==> config.mk <==
export PLATFORM = sky130hd
export DESIGN_NAME = cycle_terminator
export DESIGN_NICKNAME = d
export VERILOG_FILES = /design/src/rtl/cycle_terminator.sv
export SDC_FILE = /design/constraint.sdc
export NUM_CORES = 1
export LEC_CHECK = 0
export BUFFER_PORTS_ARGS = -buffer_cell sky130_fd_sc_hd__buf_2
export CAP_MARGIN = 0
export CORE_MARGIN = 3
export CORE_UTILIZATION = 37
export DETAILED_ROUTE_END_ITERATION = 16
export PLACE_DENSITY = 0.81
export RECOVER_POWER = 50
export REMOVE_ABC_BUFFERS = 1
export SETUP_SLACK_MARGIN = 0.5
export SYNTH_ARGS = -nofsm -noshare
export SYNTH_HDL_FRONTEND = slang
export SYNTH_SLANG_ARGS = --single-unit
==> constraint.sdc <==
create_clock -name clk -period 0.8 [get_ports clk]
set_input_delay 0.08 -clock clk [delete_from_list [all_inputs] [get_ports clk]]
set_output_delay 0.08 -clock clk [all_outputs]
set_load 0.02 [all_outputs]
==> src/rtl/cycle_terminator.sv <==
// Decides when the addressing and instruction phases end, inserts the page-cross
// extra cycle, latches the next opcode and flags sequencing faults.
module cycle_terminator #(
   parameter logic ADDRESS     = 1'b0,
   parameter logic INSTRUCTION = 1'b1
) (
   input  logic       clk,
   input  logic       nrst,
   input  logic       enableFFs,
   input  logic       mode,
   input  logic [2:0] timeState,
   input  logic [3:0] currentAddress,
   input  logic [2:0] instrLastT,
   input  logic       pageCross,
   input  logic [7:0] dataBus,
   output logic       noAddressing,
   output logic       endAddressing,
   output logic       getInstruction,
   output logic [7:0] opcodeReg,
   output logic       sync,
   output logic       seqError
);

   localparam logic [3:0] AM_IMPLIED = 4'd0;
   localparam logic [3:0] AM_ACCUM   = 4'd1;
   localparam logic [3:0] AM_IMM     = 4'd2;
   localparam logic [3:0] AM_ZPG     = 4'd3;
   localparam logic [3:0] AM_ZPG_X   = 4'd4;
   localparam logic [3:0] AM_ZPG_Y   = 4'd5;
   localparam logic [3:0] AM_ABS     = 4'd6;
   localparam logic [3:0] AM_ABS_X   = 4'd7;
   localparam logic [3:0] AM_ABS_Y   = 4'd8;
   localparam logic [3:0] AM_IND     = 4'd9;
   localparam logic [3:0] AM_IND_X   = 4'd10;
   localparam logic [3:0] AM_IND_Y   = 4'd11;
   localparam logic [3:0] AM_REL     = 4'd12;

   localparam logic [2:0] T0 = 3'd0;
   localparam logic [2:0] T6 = 3'd6;

   logic       extra_pending;
   logic       has_base;
   logic [2:0] base_t;
   logic       indexed;
   logic       reserved;
   logic       in_addr;
   logic       in_instr;
   logic       at_base;
   logic       split;
   logic       end_norm;
   logic       get_norm;
   logic       wd_addr;
   logic       wd_instr;

   // NOTE: every variable gets a default before the case so no latch is inferred.
   always_comb begin
      has_base = 1'b1;
      base_t   = T0;
      unique case (currentAddress)
         AM_IMM, AM_ZPG, AM_REL:                       base_t = 3'd0;
         AM_ZPG_X, AM_ZPG_Y, AM_ABS, AM_ABS_X, AM_ABS_Y: base_t = 3'd1;
         AM_IND_Y:                                     base_t = 3'd2;
         AM_IND, AM_IND_X:                             base_t = 3'd3;
         default:                                      has_base = 1'b0;
      endcase
   end

   assign indexed  = (currentAddress == AM_ABS_X) || (currentAddress == AM_ABS_Y) ||
                     (currentAddress == AM_IND_Y);
   assign reserved = (currentAddress > AM_REL);
   assign in_addr  = (mode == ADDRESS);
   assign in_instr = (mode == INSTRUCTION);

   assign at_base  = in_addr && has_base && (timeState == base_t);
   // A carry at the base cycle defers termination by exactly one cycle.
   assign split    = at_base && indexed && pageCross && !extra_pending;
   assign end_norm = in_addr && (extra_pending || (at_base && !(indexed && pageCross)));
   assign get_norm = in_instr && (timeState == instrLastT);

   // T6 is the last representable cycle; anything still running there is forced to end.
   assign wd_addr  = in_addr  && (timeState == T6) && !end_norm;
   assign wd_instr = in_instr && (timeState == T6) && !get_norm;

   assign noAddressing   = in_addr && (timeState == T0) &&
                           ((currentAddress == AM_IMPLIED) || (currentAddress == AM_ACCUM) || reserved);
   assign endAddressing  = end_norm || wd_addr;
   assign getInstruction = get_norm || wd_instr;
   assign sync           = getInstruction;

   // NOTE: sequential state uses non-blocking assignments so every register samples pre-edge values.
   always_ff @(posedge clk or negedge nrst) begin
      if (!nrst) begin
         extra_pending <= 1'b0;
         opcodeReg     <= 8'h00;
         seqError      <= 1'b0;
      end else if (enableFFs) begin
         extra_pending <= split;
         if (getInstruction)
            opcodeReg <= dataBus;
         if (wd_addr || wd_instr || (noAddressing && reserved))
            seqError <= 1'b1;
      end
   end

endmodule
# --- Word-level counts from Yosys, hierarchy flattened ---
# Index checks and enable logic that the tools add are counted.
op_classes:
  reduce_logical: 36
  bitwise: 1
  n_eq_ne: 15
  order_cmp: 1
  muxes: 2
op_table:
  columns: ["operator", "count"]
  rows:
  - ["4-bit equality test (second input constant)", 5]
  - ["4-bit by 3-bit equality test with 1-bit output (second input constant)", 4]
  - ["1-bit logical AND", 16]
  - ["11-bit OR reduction", 1]
  - ["1-bit logical OR", 9]
  - ["4-bit by 2-bit equality test with 1-bit output (second input constant)", 2]
  - ["3-bit equality test", 2]
  - ["2-bit one-hot mux with 3 select lines", 1]
  - ["5-bit OR reduction", 1]
  - ["4-bit by 1-bit equality test with 1-bit output (second input constant)", 1]
  - ["4-bit > comparator (second input constant)", 1]
  - ["1-bit zero test", 4]
  - ["4-bit zero test", 1]
  - ["2-bit AND reduction", 2]
  - ["3-bit equality test (second input constant)", 1]
  - ["3-bit zero test", 1]
  - ["2-bit OR reduction", 1]
  - ["1-bit 2-to-1 mux", 1]
  - ["1-bit inverter", 1]
totals:
  register_bits: 10
  out_inout_bits: 13

# --- Logic depth before layout (Yosys ltp) ---
logic_depth:
  ltp_word: 13
  mapped_depth: 4
  ltp_nobuf: 4

# --- Least setup slack after synthesis ---
# Ideal clock, no wire load.
synth_path:
  path_type: "input to output"
  from: "in timeState[0]"
  to: "out sync"
  n_path_buf: 1
  cell_stages: 4
  arrival_time_ns: 1.227
  setup_slack_ns: -0.507
  path_cell_list: "xnor2_1 > nand3_2 > a21boi_0 > buf_4"
synth_between:
  elab_chain_cells: 5
  elab_cells_between_ends: 7
  cone_classes: "eq/ne: 2; reduce/logical: 5"
synth_rtl:
  columns: ["item", "line_no", "rtl"]
  rows:
  - ["from (decl)", "11", "input logic [2:0] timeState,"]
  - ["3-bit equality test", "78", "assign get_norm = in_instr && (timeState == instrLastT);"]
  - ["1-bit logical AND", "78", null]
  - ["1-bit zero test", "82", "assign wd_instr = in_instr && (timeState == T6) && !get_norm;"]
  - ["1-bit logical AND", "82", null]
  - ["1-bit logical OR *", "87", "assign getInstruction = get_norm || wd_instr;"]
  - ["to (decl)", "20", "output logic sync,"]
# Every way passes the cells marked *; elsewhere a longest branch is shown, timed or not.

# --- Worst setup path after layout ---
layout_path:
  from: "in currentAddress[0]"
  to: "out endAddressing"
layout_between:
  elab_chain_cells: 11
  elab_cells_between_ends: 29
  cone_classes: "eq/ne: 12; mux: 2; reduce/logical: 15"
layout_rtl:
  columns: ["item", "line_no", "rtl"]
  rows:
  - ["from (decl)", "12", "input logic [3:0] currentAddress,"]
  - ["4-bit by 3-bit equality test with 1-bit output, or another cell as far along", "59, 68", null]
  - ["5-bit OR reduction, or another cell as far along", "59", "unique case (currentAddress)"]
  - ["2-bit one-hot mux with 3 select lines, or another cell as far along", "59", null]
  - ["3-bit equality test, or another cell as far along", "74", "assign at_base = in_addr && has_base && (timeState == base_t);"]
  - ["1-bit logical AND or 1-bit zero test (tied branches)", "74, 77", null]
  - ["1-bit logical AND *", "77", "assign end_norm = in_addr && (extra_pending || (at_base && !(indexed && pageCross)));"]
  - ["1-bit logical OR *", "77", null]
  - ["1-bit logical AND *", "77", null]
  - ["1-bit zero test", "81", "assign wd_addr = in_addr && (timeState == T6) && !end_norm;"]
  - ["1-bit logical AND", "81", null]
  - ["1-bit logical OR *", "86", "assign endAddressing = end_norm || wd_addr;"]
  - ["to (decl)", "17", "output logic endAddressing,"]
# Marked as above.

==> flow_summary.toml <==
[route]
num_vias = 746
final_antenna_net_count = 0
wl_per_cell_um = 20.4
firstDrtPassIters = 4
viasPerCell = 5.87
drt-initial-drc-count = 10
remaining_drc_errors = 0
wl_um = 2590

[finish]
area_growth_pct = 112
nFillCells = 56
seqCellArea_um2 = 250
drive_gt1_share_pct = 68.8
multi_input_area_um2 = 492
final_area_mm2 = 0.00128
nets = 137
fin_util_pct = 90.2
insertedDiodeCount = 0

[floorplanning]
dieArea_mm2 = 0.00214
start_util_pct = 42.4
num_rows = 13
io_pins = 36
die_h_um = 46.3
core_area_mm2 = 0.00142
die_w_um = 46.3

[power]
p_comb_share_pct = 50.7
swShare_pct = 33.4
intPower_w = 0.00146
power_frac_seq_pct = 34.0
power_density_mw_per_mm2 = 1710
clkPwrFrac_pct = 15.2
leakage_nw = 0.588
ir_worst_vdd_mv = 1.33
switchingPower_w = 0.000730

[run_status]
violations = "negative hold slack, negative setup slack"
status = "complete, but fails checks"

[setup_path]
r2r_cells = 3
rr_endpoint = "extra_pending"
crit_path_end_kind = "primary output"
reg2reg_from = "extra_pending"
crit_fanout = 4
crit_type = "in2out"
startpoint_type = "primary input"
required_ns = 0.72
reg2reg_slack_ns = -0.18
cp.arrival_ns = 1.19

[global_routing]
grt_overflow = 0
grt_max_degree = 11
antenna_found_initial = 0
grt_pass1_vias = 812
grt_pass1_wl_um = 3730
grt.total_usage_pct = 25.0

[clock_network]
cts_tree = "yes"
clk_path_buf_depth = 2
cts_made_buffers = 3
root_buffer = "clkbuf_4"
clkTransAtPathRegs_ns = 0.06
htree_levels = 1
clock_sinks = 10
clk_latency_ns = 0.26

[synth]
synth_edf_count = 0
postSynth.asyncResetShare_pct = 100
synth.avg_cell_area_um2 = 10.4
synth.most_common_cell = "dfrtp_1"
ys_types = 25
synth_seq_cells = 10
yosysTopAreaCell = "dfrtp_1"
synth.area.top_cells = "dfrtp_1 (42%), mux2_2 (15%), nor2_1 (4.4%)"
synth_top_cell_area_share_pct = 41.7
yosysSeqAreaShare_pct = 41.7
netlist_area_um2 = 601
ys.flop_type = "dfrtp_1"
yosysWarnings = 0
syn_inst = 58
ys_top_cells_by_count = "dfrtp_1 (10), mux2_2 (8), nor2_1 (7), nand2_1 (4), xnor2_1 (3)"

[timing]
whs_ns = -0.242
final.setup.tns_ns = -3.62
layout_setup_ws_ns = -0.467
post-route-min-period_ns = 1.27
relSlewSlack_pct = 65.9
finalHoldViolations = 10
worstMarginPinSlew_ns = 0.512
finalSetupViolations = 23
drv_slew = 0
timing.final.crit_share_pct = 158
rsz0062_at_grt = "yes"
fmax_mhz = 789
skew_ns = 0.000109

[placement]
gp_congestion = 0.883
place.port_buffers = 35
hpwlAfterDp_um = 1270
post-place-ws_ns = -0.553
place_area_um2 = 870

[run]
max_cap_violations = 0

[hold_path]
hold_path.class = "in2async"
## worst max-delay path, stage by stage
cell      delay (ns)
buf_8           0.10
o211ai_1        0.19
o31a_1          0.20
nand4_1         0.16
o32ai_2         0.27
buf_4           0.19
## worst max-delay path by stage
stage | start | end | slack, ns | cells after the start
6_report | currentAddress[0] | endAddressing | -0.47 | 6
5_1_grt | currentAddress[0] | endAddressing | -0.51 | 6
4_1_cts | currentAddress[0] | endAddressing | -0.39 | 6
3_5_place_dp | timeState[1] | opcodeReg[3] | -0.55 | 5
3_3_place_gp | timeState[0] | opcodeReg[0] | -0.51 | 5
2_1_floorplan | timeState[0] | getInstruction | -0.61 | 3
## timing repair
item                                    in CTS  in global routing
endpoints found under the setup margin      23                 23
buffers inserted                             5                  1
pin swaps                                   17                 11
resized for setup                           63                 20
cloned                                       0                  0
endpoints found under the hold margin       10                 10
## per-stage QoR
step | total power (W) | std cells
floorplan | 0.00107 | 57
global placement | 0.00136 | 118
detailed placement | 0.00138 | 118
CTS | 0.00209 | 126
global route | 0.00229 | 127
finish | 0.00219 | 127
## routing by layer
metal / vias to the layer above / track usage (%) / part of all wire, %
li1: 321 / - / -
met1: 365 / 26.6 / 39
met2: 54 / 46.4 / 50
met3: 6 / 3.91 / 8.2
met4: 0 / 12.5 / 2.2
met5: - / 0 / 0
## cell type report
cell class,instances,share of cell area (%)
Multi-Input combinational cell,45,38.5
Timing Repair Buffer,52,38.0
Tap cell,15,1.47
Clock buffer,3,1.76
Sequential cell,10,19.6
Inverter,2,0.588
## logic make-up after synthesis
family | share of synthesized area, %
flip-flops | 41.7
AO/OA/AOI/OAI | 19.0
XOR/XNOR | 5.83
multiplexers | 15.0
buffers and inverters | 2.50
AND/OR/NAND/NOR | 16.0
## placed cells by master (no fill, tap or decap)
master and n:
buf_6 19, buf_4 15, buf_2 11, dfrtp_1 10, mux2_4 8, nor2_1 6, buf_8 4, nand2_1 3
xnor2_4 3, clkbuf_4 3, nand2b_4 2, o21ai_1 2, o32ai_2 2, inv_1 2, o2111ai_1 2, buf_12 2
o211ai_1 1, o31a_1 1, nor2_4 1, or3_1 1, nand4_1 1, and2_4 1, xor2_1 1, a21boi_2 1
nor3_1 1, o21a_1 1, nand2_4 1, or2_4 1, nand3_4 1, a21boi_4 1, a21oi_4 1, a21oi_1 1
o221ai_1 1, clkbuf_1 1
## sequential cells by signal (all words and copies together), names as in the netlist
register       cells
extra_pending      1
seqError           1
opcodeReg          8
## power by group through the flow
stage               clock network, W  registers, W  logic, W
floorplan                          0      0.000862  0.000211
detailed placement                 0      0.000702  0.000680
finish                      0.000333      0.000744   0.00111
global placement                   0      0.000692  0.000667
CTS                         0.000344      0.000733   0.00101
global route                0.000368      0.000756   0.00117
(Power assumes the default switching activity.)
